**src/rtl/iobus_intr_pkg.sv**
```systemverilog
// Shared constants and helpers for the IOBUS interrupt controller.
// Register word offsets, STATUS layout, claim priority and popcount.
package iobus_intr_pkg;

  localparam int MAX_SRC = 31;

  localparam logic [2:0] OFF_PENDING  = 3'd0;
  localparam logic [2:0] OFF_ENABLE   = 3'd1;
  localparam logic [2:0] OFF_EDGE_SEL = 3'd2;
  localparam logic [2:0] OFF_CLAIM    = 3'd3;
  localparam logic [2:0] OFF_STATUS   = 3'd4;

  localparam int ST_INTR_BIT = 0;
  localparam int ST_CNT_LSB  = 8;
  localparam int ST_CNT_W    = 5;

  // Lowest active index plus one, zero when nothing is active.
  function automatic logic [ST_CNT_W-1:0] prio_claim(
    input logic [MAX_SRC-1:0] v
  );
    logic [ST_CNT_W-1:0] r;
    r = '0;
    for (int i = MAX_SRC - 1; i >= 0; i--) begin
      if (v[i]) begin
        r = ST_CNT_W'(i + 1);
      end
    end
    return r;
  endfunction

  // Number of set bits; 31 sources always fit in five bits.
  function automatic logic [ST_CNT_W-1:0] popcnt(
    input logic [MAX_SRC-1:0] v
  );
    logic [ST_CNT_W-1:0] r;
    r = '0;
    for (int i = 0; i < MAX_SRC; i++) begin
      r = r + ST_CNT_W'(v[i]);
    end
    return r;
  endfunction

endpackage

```
**src/rtl/iobus_intr_ctrl_sync.sv**
```systemverilog
// Two-flop synchronizer bank for asynchronous request lines.
// Output is the second stage; both stages reset to zero.
module sync_2ff #(
  parameter int W = 1
) (
  input  logic         clk,
  input  logic         rst,
  input  logic [W-1:0] i_d,
  output logic [W-1:0] o_q
);

  logic [W-1:0] r_s1;
  logic [W-1:0] r_s2;

  // Capture then re-register to settle metastability.
  always_ff @(posedge clk or posedge rst) begin
    if (rst) begin
      r_s1 <= '0;
      r_s2 <= '0;
    end else begin
      r_s1 <= i_d;
      r_s2 <= r_s1;
    end
  end

  assign o_q = r_s2;

endmodule

```
**src/rtl/iobus_intr_ctrl.sv**
```systemverilog
// Memory-mapped interrupt controller on the MCU IOBUS.
// Pends synchronized sources, masks them and drives a registered INTR.
module iobus_intr_ctrl
  import iobus_intr_pkg::*;
#(
  parameter int          N_SRC     = 8,
  parameter logic [31:0] BASE_ADDR = 32'h1100_0200,
  parameter logic [N_SRC-1:0] EDGE_RST = {N_SRC{1'b1}}
) (
  input  logic             CLK,
  input  logic             RST,
  input  logic [N_SRC-1:0] SRC,
  input  logic [31:0]      IOBUS_ADDR,
  input  logic [31:0]      IOBUS_OUT,
  input  logic             IOBUS_WR,
  output logic [31:0]      IOBUS_IN,
  output logic             INTR
);

  logic [N_SRC-1:0] w_s2;
  logic [N_SRC-1:0] r_prev;
  logic [N_SRC-1:0] r_pend;
  logic [N_SRC-1:0] r_en;
  logic [N_SRC-1:0] r_esel;
  logic             r_intr;

  logic             w_hit;
  logic [2:0]       w_off;
  logic             w_wr_pend;
  logic             w_wr_en;
  logic             w_wr_esel;
  logic             w_wr_claim;
  logic [N_SRC-1:0] w_claim_clr;
  logic [N_SRC-1:0] w_clr;
  logic [N_SRC-1:0] w_set;
  logic [N_SRC-1:0] w_pend_nxt;
  logic [N_SRC-1:0] w_en_nxt;
  logic [N_SRC-1:0] w_esel_nxt;
  logic [N_SRC-1:0] w_act;
  logic [MAX_SRC-1:0] w_act_x;
  logic [31:0]      w_status;
  logic             w_unused;

  sync_2ff #(
    .W (N_SRC)
  ) u_sync (
    .clk (CLK),
    .rst (RST),
    .i_d (SRC),
    .o_q (w_s2)
  );

  assign w_unused = ^IOBUS_ADDR[1:0];

  assign w_off = IOBUS_ADDR[4:2];
  assign w_hit = (IOBUS_ADDR[31:5] == BASE_ADDR[31:5])
              && (w_off <= OFF_STATUS);

  assign w_wr_pend  = IOBUS_WR && w_hit && (w_off == OFF_PENDING);
  assign w_wr_en    = IOBUS_WR && w_hit && (w_off == OFF_ENABLE);
  assign w_wr_esel  = IOBUS_WR && w_hit && (w_off == OFF_EDGE_SEL);
  assign w_wr_claim = IOBUS_WR && w_hit && (w_off == OFF_CLAIM);

  // Claim value k in 1..N_SRC selects bit k-1; anything else is a no-op.
  always_comb begin
    w_claim_clr = '0;
    for (int i = 0; i < N_SRC; i++) begin
      w_claim_clr[i] = w_wr_claim && (IOBUS_OUT == 32'(i + 1));
    end
  end

  // Edge sources fire on a fresh rise; level sources fire while high.
  assign w_set = w_s2 & ~(r_esel & r_prev);

  assign w_clr = (w_wr_pend ? IOBUS_OUT[N_SRC-1:0] : '0)
               | w_claim_clr;

  assign w_pend_nxt = (r_pend & ~w_clr) | w_set;
  assign w_en_nxt   = w_wr_en   ? IOBUS_OUT[N_SRC-1:0] : r_en;
  assign w_esel_nxt = w_wr_esel ? IOBUS_OUT[N_SRC-1:0] : r_esel;

  // Controller state; INTR looks ahead at the values being written.
  always_ff @(posedge CLK or posedge RST) begin
    if (RST) begin
      r_prev <= '0;
      r_pend <= '0;
      r_en   <= '0;
      r_esel <= EDGE_RST;
      r_intr <= 1'b0;
    end else begin
      r_prev <= w_s2;
      r_pend <= w_pend_nxt;
      r_en   <= w_en_nxt;
      r_esel <= w_esel_nxt;
      r_intr <= |(w_pend_nxt & w_en_nxt);
    end
  end

  assign w_act   = r_pend & r_en;
  assign w_act_x = MAX_SRC'(w_act);

  // STATUS word: request level and count of enabled pending sources.
  always_comb begin
    w_status = '0;
    w_status[ST_INTR_BIT] = r_intr;
    w_status[ST_CNT_LSB +: ST_CNT_W] = popcnt(w_act_x);
  end

  // Combinational read mux; reads never change state.
  always_comb begin
    IOBUS_IN = '0;
    if (w_hit) begin
      unique case (w_off)
        OFF_PENDING:  IOBUS_IN = 32'(r_pend);
        OFF_ENABLE:   IOBUS_IN = 32'(r_en);
        OFF_EDGE_SEL: IOBUS_IN = 32'(r_esel);
        OFF_CLAIM:    IOBUS_IN = 32'(prio_claim(w_act_x));
        OFF_STATUS:   IOBUS_IN = w_status;
        default:      IOBUS_IN = '0;
      endcase
    end
  end

  assign INTR = r_intr;

endmodule

```
**config.mk**
```make
export PLATFORM = sky130hd
export DESIGN_NAME = iobus_intr_ctrl
export DESIGN_NICKNAME = d
export VERILOG_FILES = /design/src/rtl/iobus_intr_pkg.sv /design/src/rtl/iobus_intr_ctrl_sync.sv /design/src/rtl/iobus_intr_ctrl.sv
export SDC_FILE = /design/constraint.sdc
export NUM_CORES = 1
export LEC_CHECK = 0
export CAP_MARGIN = 20
export CORE_UTILIZATION = 40
export DETAILED_ROUTE_END_ITERATION = 6
export GPL_TIMING_DRIVEN = 0
export PLACE_DENSITY = 0.74
export SYNTH_ARGS = -nofsm -noshare
export SYNTH_HDL_FRONTEND = slang
export SYNTH_SLANG_ARGS = --single-unit
```
**constraint.sdc**
```tcl
create_clock -name CLK -period 3.4 [get_ports CLK]
set_input_delay 0.34 -clock CLK [delete_from_list [all_inputs] [get_ports CLK]]
set_output_delay 0.34 -clock CLK [all_outputs]
set_load 0.005 [all_outputs]
```
==> impl_metrics.tcl, run 1 <==
set metrics [dict create \
    status "finished with violations" \
    violations "negative setup slack" \
    drv_cap 0 \
    syn_area_um2 2839 \
    diodes 0 \
    ys_ff_latch 49 \
    cts_buffer_depth 2 \
    grt_overflow 0 \
    tightest_slew_ns 0.8233 \
    finalSetupViolations 2 \
    rows 30 \
    clock-root-buffer "clkbuf_8" \
    grt_antenna_before_repair 0 \
    first_pass_iters 4 \
    worstPathRequired_ns 3.06 \
    grt_pass1_wl_mm 11.20 \
    rsz0062_at_grt "true" \
    vias 2468 \
    dieArea_um2 7438 \
    io_buffers 85 \
    area_growth_pct 43.54 \
    gp_congestion 0.8188 \
    p_int_mw 0.9263 \
    dpl_worst_slack_ns -0.5932 \
    holdCritPathClass "in2async" \
    hold_slack_ns 0.3040 \
    dpl-instance-area_um2 3901 \
    die_w_um 86.25 \
    cts_hold_buf 0 \
    start_util_pct 41.56 \
    synth_edf_count 0 \
    drt_wl_total_mm 6.814 \
    nets 467 \
    combPwrFrac_pct 15.1 \
    fin_setup_tns_ns -0.5270 \
    grt_pass1_vias 2417 \
    seq_area_um2 1236 \
    arrival_ns 3.36 \
    maxSlewViolCount 0 \
    pwr-share-seq_pct 50.7 \
    met2_usage_pct 33.84 \
    synth.top_cell.area_share_pct 36.14 \
    yosysSeqAreaShare_pct 43.54 \
    yosysTopAreaCell "dfrtp_1" \
    grt_use_met1_pct 23.57 \
    path_class "reg2out" \
    end_kind "primary output" \
    synth.avg_cell_area_um2 10.71 \
    synth_area_leaders "dfrtp_1, dfstp_2, mux2_2" \
    pin_count 108 \
    cts-buffers-inserted 5 \
    ys_types 56 \
    fillCellCount 593 \
    grt_use_met3_pct 4.095 \
    finalInstanceArea_um2 4075 \
    power.total_mw 1.187 \
    post_drt_wl_per_cell_um 14.14 \
    dp_hpwl_mm 5.410 \
    grt_max_degree 36 \
    swShare_pct 21.98 \
    power.density_nw_per_um2 291.3 \
    power_switching_mw 0.2609 \
    cts.sinks 49 \
    min_period_ns 3.699 \
    r2r_cells 5 \
    setup_ws_ns -0.2993 \
    clkTransAtPathRegs_ns 0.09 \
    clock_skew_ns 0.006688 \
    drc 0 \
    insertion_delay_ns 0.30 \
    irDropWorstVdd_mv 0.2681 \
    antenna_left 0 \
    max_freq_mhz 270.3 \
    core_um2 6832 \
    final_hold_viol_count 0 \
    grt_use_total_pct 19.25 \
    synthFlopType "dfrtp_1" \
    postSynth.asyncResetShare_pct 100.0 \
    die_h_um 86.25 \
    drtIter0Drc 97 \
    max-slew-margin-rel_pct 44.97 \
    yosys_warnings 0 \
    fin_crit_sh_pct 108.8 \
    multi_input_area_um2 1470 \
    vias_per_cell 5.120 \
    cp-start-kind "register" \
    top_usage_layer "met2" \
    worst-path-max-fanout 3 \
    leakagePower_nw 1.718 \
    power.clock.fraction_pct 34.3 \
    cts_tree "yes" \
    drive_gt1_share_pct 25.13 \
    h-tree-depth 2 \
    synthCells 265 \
]
cell families (layout without fill, tap and decap cells):
| logic type | after synthesis | after routing | share of synthesized area, % |
|---|---|---|---|
| flops | 49 | 49 | 43.54 |
| mux | 24 | 24 | 9.167 |
| other cells | 1 | 20 | 0.1321 |
| xor+xnor | 1 | 1 | 0.3086 |
| fa+ha+maj | 7 | 7 | 4.143 |
| compound gates | 37 | 37 | 9.696 |
| simple gates | 109 | 109 | 25.03 |
| buf+inv | 37 | 139 | 7.977 |
sequential cells by signal, summed over array words and instances, names as in the netlist:
signal,count
INTR,1
r_en,8
r_esel,8
r_pend,8
r_prev,8
u_sync.o_q,8
u_sync.r_s1,8
worst paths after layout:
path	from	to	slack [ns]
setup reg to reg	r_pend[0]$_DFF_PP0_	INTR$_DFF_PP0_	1.99
hold / removal	RST	u_sync.o_q[4]$_DFF_PP0_	0.30
hold reg to reg	u_sync.r_s1[1]$_DFF_PP0_	u_sync.o_q[1]$_DFF_PP0_	0.35
min in group CLK	u_sync.r_s1[1]$_DFF_PP0_	u_sync.o_q[1]$_DFF_PP0_	0.35
setup / recovery	r_en[3]$_DFF_PP0_	IOBUS_IN[9]	-0.30
max in group asynchronous	RST	r_esel[0]$_DFFE_PP1P_	2.53
timing repair:
item / in CTS / in global routing
pin swaps: 10 / 0
cloned: 0 / 0
buffers inserted: 8 / 0
resized for setup: 22 / 1
endpoints found under the setup margin: 4 / 4
cell usage after synthesis, drive strengths merged, types with 2 or more instances:
| cell | n |
|---|---|
| o21ai | 4 |
| inv | 11 |
| nand4 | 8 |
| fa | 4 |
| and2 | 4 |
| nor2b | 2 |
| nor4 | 17 |
| nor4b | 7 |
| nor3b | 3 |
| nor2 | 21 |
| and3 | 2 |
| a31oi | 2 |
| a31o | 4 |
| a21oi | 8 |
| clkbuf | 2 |
| dfstp | 8 |
| nor3 | 3 |
| nand2 | 22 |
| buf | 24 |
| nand3 | 14 |
| dfrtp | 41 |
| a22oi | 4 |
| ha | 3 |
| mux2i | 8 |
| a21boi | 6 |
| mux2 | 16 |
layer usage:
metal  part of all wire [%]  vias to the layer above
li1                       -                     1171
met1                     41                     1174
met2                     49                      113
met3                    8.5                       10
met4                    1.4                        0
met5                      0                        -
worst max-delay path: stages (launching register included):
cell and delay, ns:
dfrtp_1 0.42, nand2_2 0.09, inv_1 0.06, fa_1 0.51, inv_1 0.05, fa_1 0.46, fa_1 0.53, inv_2 0.05
ha_4 0.16, fa_2 0.52, and2_1 0.11, buf_2 0.10
layout make-up:
type,instances,area share [%]
flip-flops and latches,49,30.33
multi-input cells,198,36.08
well taps,96,2.947
repair buffers,94,22.35
inverters,11,1.013
plain buffers,26,4.544
clock buffers,6,1.781
clock inverters,2,0.9518
cells in the final DEF (no fill, tap or decap), drive strengths merged, types with 6 or more instances in the layout:
cell            n
clkbuf          9
nor4           17
mux2i           8
nor2           21
dfstp           8
conb           20
a21oi           8
clkdlybuf4s50  81
inv            11
nand2          22
mux2           16
nor4b           7
buf            36
nand4           8
a21boi          6
nand3          14
dfrtp          41
metrics by stage:
stage	instances	util (%)
floorplan	284	-
global placement	465	56.81
detailed placement	466	57.11
CTS	482	59.73
global route	482	59.65
finish	482	59.65
power by group through the flow:
stage                     clock, mW  sequential [mW]  combinational (mW)
final                         0.407            0.601               0.179
after detailed placement          0            0.613               0.179
after global routing          0.436            0.603               0.195
after global placement            0            0.612               0.173
after floorplan                   0            0.611              0.0647
after CTS                     0.414            0.602               0.180
No activity file was read; power rests on OpenSTA's default activity.
==> run 2: changes to the inputs <==
Settings changed: PLACE_DENSITY 0.74 to 0.82.
==> run 2 against run 1 <==
Net effect:
- non-clock buffer count fell by 3
- combinational power about the same
- highest routed layer unchanged
- largest cell class unchanged
- clock skew down 0.00061 ns
- first-iteration DRC count shrank 3.1%
- cell area decreased by 0.64%
- sequential power about the same
- utilization decreased by 0.38 points
- critical endpoint unchanged
- wire length fell by 2.3%
- the flow still finishes with violations (negative setup slack)
- die area stayed put
==> impl_metrics.tcl, run 2 (synthesis gave the netlist of run 1 again) <==
set metrics [dict create \
    grt_pass1_vias 2471 \
    drtIter0Drc 94 \
    dp_hpwl_mm 5.379 \
    fin_crit_sh_pct 108.0 \
    power_switching_mw 0.2484 \
    h-tree-depth 2 \
    combPwrFrac_pct 15.3 \
    dieArea_um2 7438 \
    rr_startpoint "r_pend[0]$_DFF_PP0_" \
    finalInstanceArea_um2 4049 \
    grt_use_met1_pct 23.65 \
    tightest_slew_ns 0.8074 \
    drc 0 \
    antenna_left 0 \
    fin_util_pct 59.27 \
    start_util_pct 41.56 \
    final_cell_mix "clkdlybuf4s50_1, dfrtp_1, buf_4" \
    vias_per_cell 5.086 \
    crit_path_top_delay_cell "fa_1" \
    crit_chain "nand2_2 > inv_2 > fa_1 > inv_1 > fa_1 > fa_1 > inv_2 > ha_4 > fa_2 > and2_1 > buf_2" \
    worstPathRequired_ns 3.06 \
    rsz0062_at_grt "true" \
    worstSetupEndpoint "IOBUS_IN[9]" \
    final_common_cell "clkdlybuf4s50_1" \
    diodes 0 \
    cp-start-kind "register" \
    setup_ws_ns -0.2733 \
    grt_use_met3_pct 4.000 \
    met2_usage_pct 34.99 \
    finalSetupViolations 3 \
    seq_area_um2 1236 \
    fin_setup_tns_ns -0.5168 \
    violations "negative setup slack" \
    dpl_worst_slack_ns -0.5811 \
    pwr-share-seq_pct 51.5 \
    path_class "reg2out" \
    max-slew-margin-rel_pct 46.03 \
    drive_gt1_share_pct 24.87 \
    insertion_delay_ns 0.30 \
    grt_use_total_pct 19.58 \
    cts_hold_buf 0 \
    grt_overflow 0 \
    drv_cap 0 \
    pin_count 108 \
    slowest_delay_ns 0.53 \
    cts-buffers-inserted 5 \
    clock-root-buffer "clkbuf_8" \
    power.density_nw_per_um2 288.4 \
    cts_tree "yes" \
    area_growth_pct 42.62 \
    dpl-instance-area_um2 3901 \
    clock_skew_ns 0.006078 \
    cts.sinks 49 \
    clkTransAtPathRegs_ns 0.08 \
    arrival_ns 3.33 \
    fillCellCount 580 \
    post_drt_wl_per_cell_um 13.93 \
    top_usage_layer "met2" \
    r2r_cells 5 \
    drt_wl_total_mm 6.658 \
    min_period_ns 3.673 \
    cts_buffer_depth 2 \
    vias 2431 \
    final_hold_viol_count 0 \
    grt_antenna_before_repair 0 \
    max_freq_mhz 272.2 \
    multi_input_area_um2 1470 \
    rows 30 \
    r2r_slack_ns 1.98 \
    irDropWorstVdd_mv 0.2362 \
    grt_max_degree 37 \
    die_w_um 86.25 \
    io_buffers 85 \
    swShare_pct 21.27 \
    r2r_end "INTR$_DFF_PP0_" \
    worst_path_most_repeated_cell "fa_1" \
    p_int_mw 0.9192 \
    status "finished with violations" \
    startpoint "r_en[3]$_DFF_PP0_" \
    holdCritPathClass "in2async" \
    power.clock.fraction_pct 33.2 \
    nets 464 \
    leakagePower_nw 1.701 \
    end_kind "primary output" \
    first_pass_iters 4 \
    die_h_um 86.25 \
    core_um2 6832 \
    gp_congestion 0.8638 \
    grt_pass1_wl_mm 11.34 \
    worst-path-max-fanout 3 \
    maxSlewViolCount 0 \
]
-- run 2: cell types whose count changed in the layout (fill, tap and decap cells not counted), sizes merged --
cell	delta
clkbuf	-1
buf	-4
dlygate4sd2	+1
-- run 2: cell type report --
type	count	share of cell area [%]
Clock buffer	5	1.700
Clock inverter	2	0.8653
Sequential cell	49	30.53
Timing Repair Buffer	91	22.03
Multi-Input combinational cell	198	36.31
Tap cell	96	2.967
Buffer	26	4.574
Inverter	11	1.020
-- run 2: timing repair --
action                     in CTS  in global routing
setup endpoints to repair       4                  4
pin swaps                       9                  1
buffers inserted                5                  0
resized for setup              20                  2
-- run 2: how the worst min path moves through the flow --
stage                     slack [ns]                       end                      from
after global routing            0.35  u_sync.r_s1[5]$_DFF_PP0_                       RST
after detailed placement        0.33   u_sync.o_q[0]$_DFF_PP0_  u_sync.r_s1[0]$_DFF_PP0_
final                           0.30  u_sync.r_s1[4]$_DFF_PP0_                       RST
after CTS                       0.30  u_sync.r_s1[5]$_DFF_PP0_                       RST
after global placement          0.33   u_sync.o_q[7]$_DFF_PP0_  u_sync.r_s1[7]$_DFF_PP0_
after floorplan                 0.33   u_sync.o_q[0]$_DFF_PP0_  u_sync.r_s1[0]$_DFF_PP0_
-- run 2: stage by stage --
| step | power [mW] | hold WS, ns | cells |
|---|---|---|---|
| 6_report | 1.168 | 0.2990 | 478 |
| 5_1_grt | 1.216 | 0.3487 | 478 |
| 4_1_cts | 1.174 | 0.3033 | 478 |
| 3_5_place_dp | 0.7913 | 0.3347 | 466 |
| 3_3_place_gp | 0.7841 | 0.3325 | 465 |
| 2_1_floorplan | 0.6760 | 0.3312 | 284 |
-- run 2: layer usage --
layer / vias to the layer above / share of wire (%) / routed length [um]
met5: - / 0 / 0
met4: 0 / 1.5 / 99
met3: 9 / 7.8 / 516
met2: 102 / 51 / 3389
met1: 1157 / 40 / 2653
li1: 1163 / - / -
-- run 2: worst max-delay path, delay by kind of cell (launching register included) --
family | cells | cell delay, ns
flip-flops | 1 | 0.41
AND/OR/NAND/NOR | 2 | 0.21
adder cells (fa/ha/maj) | 5 | 2.15
buffers and inverters | 4 | 0.25
-- run 2: power groups by stage --
stage | sequential [mW] | combinational (mW) | clock (mW)
2_1_floorplan | 0.611 | 0.0647 | 0
3_3_place_gp | 0.612 | 0.172 | 0
3_5_place_dp | 0.613 | 0.178 | 0
4_1_cts | 0.602 | 0.179 | 0.393
5_1_grt | 0.603 | 0.194 | 0.419
6_report | 0.602 | 0.178 | 0.388
